**src/rtl/rotate_right.sv**
```systemverilog
// Combinational fixed-distance right rotator.
// Instantiated once per barrel stage by sequential_rotate_right.
//
// Parameters:
//   WIDTH    - data width in bits
//   ROTATION - fixed right-rotation distance, 0 <= ROTATION < WIDTH
// Ports:
//   data    - vector to rotate
//   rotated - data rotated right by ROTATION positions
module rotate_right #(
    parameter int WIDTH    = 8,
    parameter int ROTATION = 1
) (
    input  logic [WIDTH-1:0] data,
    output logic [WIDTH-1:0] rotated
);

    // Shift form rather than a part-select so a distance of zero stays legal.
    assign rotated = (data >> ROTATION) | (data << (WIDTH - ROTATION));

endmodule

```
**src/rtl/sequential_rotate_right.sv**
```systemverilog
// Multi-cycle variable-amount right rotator. One logarithmic barrel stage
// is applied per clock, so every operation is busy for STAGES cycles
// regardless of the amount, followed by a DONE cycle that holds the result
// until the consumer takes it.
//
// state | meaning
// ------+-----------------------------------------------------------
// IDLE  | waiting for a request, in_ready high
// BUSY  | applying stage stage_cnt (rotate by 2^k if amount bit k set)
// DONE  | result presented on out_data/out_valid until out_ready
//
// Ports:
//   clock      - rising-edge clock
//   resetn     - asynchronous active-low reset
//   in_data    - vector to rotate
//   in_amount  - right-rotation amount, applied modulo WIDTH
//   in_valid   - request valid
//   in_ready   - request accepted on in_valid & in_ready
//   out_data   - rotated result (zero outside DONE)
//   out_valid  - result valid
//   out_ready  - result consumed on out_valid & out_ready
//   busy       - operation in flight (BUSY or DONE)
module sequential_rotate_right #(
    parameter int  WIDTH        = 8,
    localparam int AMOUNT_WIDTH = $clog2(WIDTH),
    localparam int STAGES       = AMOUNT_WIDTH
) (
    input  logic                    clock,
    input  logic                    resetn,
    input  logic [WIDTH-1:0]        in_data,
    input  logic [AMOUNT_WIDTH-1:0] in_amount,
    input  logic                    in_valid,
    output logic                    in_ready,
    output logic [WIDTH-1:0]        out_data,
    output logic                    out_valid,
    input  logic                    out_ready,
    output logic                    busy
);

    localparam int CNT_W = (STAGES > 1) ? $clog2(STAGES) : 1;

    typedef enum logic [1:0] {
        IDLE = 2'd0,
        BUSY = 2'd1,
        DONE = 2'd2
    } state_t;

    state_t                  state;
    state_t                  state_next;
    logic [WIDTH-1:0]        data_q;
    logic [AMOUNT_WIDTH-1:0] amount_q;
    logic [CNT_W-1:0]        stage_cnt;
    logic [WIDTH-1:0]        stage_out [STAGES];
    logic [WIDTH-1:0]        data_next;
    logic                    last_stage;
    logic                    accept;

    // Stage k rotates by 2^k; summing the selected stages gives rotation by
    // the amount, which wraps modulo WIDTH naturally for any WIDTH.
    for (genvar k = 0; k < STAGES; k++) begin : g_stage
        rotate_right #(
            .WIDTH    (WIDTH),
            .ROTATION (1 << k)
        ) u_rotate (
            .data    (data_q),
            .rotated (stage_out[k])
        );
    end

    assign data_next  = amount_q[stage_cnt] ? stage_out[stage_cnt] : data_q;
    assign last_stage = (stage_cnt == CNT_W'(STAGES - 1));
    assign accept     = in_valid & in_ready;

    assign out_valid = (state == DONE);
    assign out_data  = (state == DONE) ? data_q : '0;
    assign busy      = (state != IDLE);

    always_ff @(posedge clock or negedge resetn) begin
        if (!resetn) begin
            state <= IDLE;
        end else begin
            state <= state_next;
        end
    end

    // in_ready is gated by resetn so it reads low while reset is held even
    // though the state register already sits in IDLE.
    always_comb begin
        state_next = state;
        in_ready   = 1'b0;
        case (state)
            IDLE: begin
                in_ready = resetn;
                if (in_valid) begin
                    state_next = BUSY;
                end
            end
            BUSY: begin
                if (last_stage) begin
                    state_next = DONE;
                end
            end
            DONE: begin
                if (out_ready) begin
                    in_ready   = resetn;
                    state_next = in_valid ? BUSY : IDLE;
                end
            end
            default: state_next = IDLE;
        endcase
    end

    always_ff @(posedge clock or negedge resetn) begin
        if (!resetn) begin
            data_q    <= '0;
            amount_q  <= '0;
            stage_cnt <= '0;
        end else if (accept) begin
            data_q    <= in_data;
            amount_q  <= in_amount;
            stage_cnt <= '0;
        end else if (state == BUSY) begin
            data_q    <= data_next;
            stage_cnt <= stage_cnt + 1'b1;
        end
    end

endmodule
```
**config.mk**
```make
export PLATFORM = sky130hd
export DESIGN_NAME = sequential_rotate_right
export DESIGN_NICKNAME = d
export VERILOG_FILES = /design/src/rtl/rotate_right.sv /design/src/rtl/sequential_rotate_right.sv
export SDC_FILE = /design/constraint.sdc
export NUM_CORES = 1
export LEC_CHECK = 0
export CAP_MARGIN = 5
export CORE_MARGIN = 5
export CORE_UTILIZATION = 53
export DETAILED_ROUTE_END_ITERATION = 12
export PLACE_DENSITY = 0.85
export SLEW_MARGIN = 40
export SYNTH_ARGS = -nofsm -noshare
export SYNTH_HDL_FRONTEND = slang
export SYNTH_SLANG_ARGS = --single-unit
```
**constraint.sdc**
```tcl
create_clock -name clock -period 3.9 [get_ports clock]
set_clock_uncertainty 0.2 [all_clocks]
set_input_delay 0.78 -clock clock [delete_from_list [all_inputs] [get_ports clock]]
set_output_delay 0.78 -clock clock [all_outputs]
set_load 0.05 [all_outputs]
```
==> metrics.txt <==
status completed; H-tree levels 1; I/O pin count 26; post-synthesis net count 130; hold crit path type reg2reg; Post-Syn Area 1100 µm²; crit path from state[0]; 1st-iter DRT viols 17; starting density of the core 0.560; area delta synth->final 23.6%; Filler cells 174; # DRC 0; R2R depth 4; CP endpoint kind output port; row cnt 16; post-layout min period 3220 ps; maxcap violations 0; worst path required time 2920 ps; RSZ-0062 raised after global routing no; Final Cycle Share 0.827; Mapped Cells 114; setup repair bufs after CTS 0; Arr. time, crit path 2240 ps; Seq cells post-synth 15; routed len/inst 15.1 µm; Critical R2R Capture data_q[1]; DR pass1 iterations 4; CTS tree done; pin count of the biggest net entering global routing 21; switching power 501 µW; share of post-route cells with drive strength above 1 0.154; dominant synthesized flop cell dfrtp_1; crit path kind reg2out; worst-path fanout max 9; root cell of the clock tree clkbuf_4; Setup violations, final 0; Slew HR 0.505; Post-CTS Resized 0; Cell Count, Final, Fillers Out 163; Sinks on Clock Net 15; Die Y 55.5 µm; Ys Warns 0; wire length of the first global-routing pass 4320 µm; combinational fraction of design power 0.561; FMAX 0.310 GHz; hold path start amount_q[1]; Final Hold Fails 0; reg-to-reg slack, setup 1730 ps; maximum VDD drop 0.530 mV; total number of vias 907; CP Launch Type flop; distinct cell type count after synthesis 25; sequential fraction of the synthesis area 0.342; post-route setup TNS 0 ps; switch share 0.477; commonest non-fill, non-tap cell in the layout clkdlybuf4s50_1; CTS clock-pin slew for the worst setup and hold paths 90 ps; placed cell count 159; Tot GR Track Use 0.175; I/O Buffers 25; Clock power frac 0.089; P_int 549 µW; HPWL after DPL 1810 µm; Area contributors post-synth dfrtp_1 34%, o311ai_2 12%, mux2i_1 7.3%, and2_1 5.1%, o21ai_0 4.1%; EDFF count, synth 0; vias in the first global route 870; Routed Antenna Nets 0; worst-skew pair later-pin latency 290 ps; Async SR Flop Fraction 1.00; drt via density 5.56; CP endpoint out_data[6]; hold_ws 321 ps; Num CTS Buffers 3; CTS Buffer Depth 2; die area 3080 µm²; RR Startpoint stage_cnt[1]; final max-slew violation count 0; share of power burned in registers 0.350; Antenna diodes 0; post-synth top area share 0.342; most frequent cells in the layout 24 x clkdlybuf4s50_1, 15 x dfrtp_1, 11 x nand2_1, 10 x inv_1; leakage power 0.000549 µW; measured slew at the worst slew-check pin 743 ps; initial antenna violation count 0; gr ovfl total 0; # nets final 153; GPL Wtd Cong 0.850; Cell Pwr Density 773 nW/µm²; Multi-input gate area 621 µm²; Post-CTS Hold Fix Bufs 0; Total Routed Length 2460 µm; register area 375 µm²; synthesized area per cell 9.64 µm²; largest area contributor in the netlist dfrtp_1; Die W 55.5 µm; Core ar. 1960 µm²
-- Yosys cell counts, types with 4 or more instances --
cell and n:
mux2i_1 8, nand2_1 11, nand3b_1 6, clkbuf_1 4, dfrtp_1 15, and2_1 9, nand3_1 8, nor2b_1 4
o311ai_2 8, buf_6 4, inv_1 10, o21ai_0 9
-- metal layers --
layer / track usage / routed length (µm) / vias up
met5: 0 / 0 / -
li1: - / - / 440
met2: 0.270 / 1190 / 31
met1: 0.225 / 1100 / 431
met3: 0.0443 / 130 / 5
met4: 0.0833 / 46 / 0
-- worst max-delay path, stage by stage, from the launching register on --
cell,delay (ps)
dfrtp_1,440
nor2b_1,470
and2_1,220
clkdlybuf4s50_1,820
-- worst min-delay path by stage --
stage | end | slack (ps) | cells after the start
after floorplan | amount_q[0] | 280 | 0
after global placement | amount_q[1] | 300 | 1
after detailed placement | amount_q[1] | 300 | 1
after CTS | amount_q[1] | 330 | 1
after global routing | amount_q[1] | 360 | 1
final | amount_q[1] | 320 | 1
-- final cells by class --
cell class	count	area share
Tap cell	27	0.0249
Clock buffer	3	0.0166
Inverter	10	0.0276
Sequential cell	15	0.276
Timing Repair Buffer	27	0.194
Clock inverter	1	0.00369
Multi-Input combinational cell	80	0.457
-- sequential cells by signal, indices dropped and copies added, names as in the netlist --
signal / cells
state: 2
amount_q: 3
stage_cnt: 2
data_q: 8
-- power groups by stage --
stage / clock network [µW] / registers [µW] / logic (µW)
final: 93.1 / 367 / 589
after global routing: 101 / 385 / 642
after CTS: 95.9 / 363 / 593
after detailed placement: 0 / 366 / 590
after global placement: 0 / 362 / 572
after floorplan: 0 / 285 / 569
-- through the flow --
| stage | cell area (µm²) | total power, µW | utilization | worst slack, ps |
|---|---|---|---|---|
| 2_1_floorplan | 1100 | 854 | - | 1330 |
| 3_3_place_gp | 1330 | 935 | 0.678 | 1080 |
| 3_5_place_dp | 1330 | 956 | 0.678 | 993 |
| 4_1_cts | 1360 | 1050 | 0.692 | 656 |
| 5_1_grt | 1360 | 1130 | 0.692 | 514 |
| 6_report | 1360 | 1050 | 0.692 | 676 |
-- cells by family after synthesis --
group | synth area share
adders and majority gates | 0.0114
and+or+nand+nor | 0.246
AOI/OAI and AO/OA | 0.206
xor gates and xnor gates | 0.00797
DFF | 0.342
buffers and inverters | 0.0934
muxes | 0.0934
No activity file was read; power rests on OpenSTA's default activity.
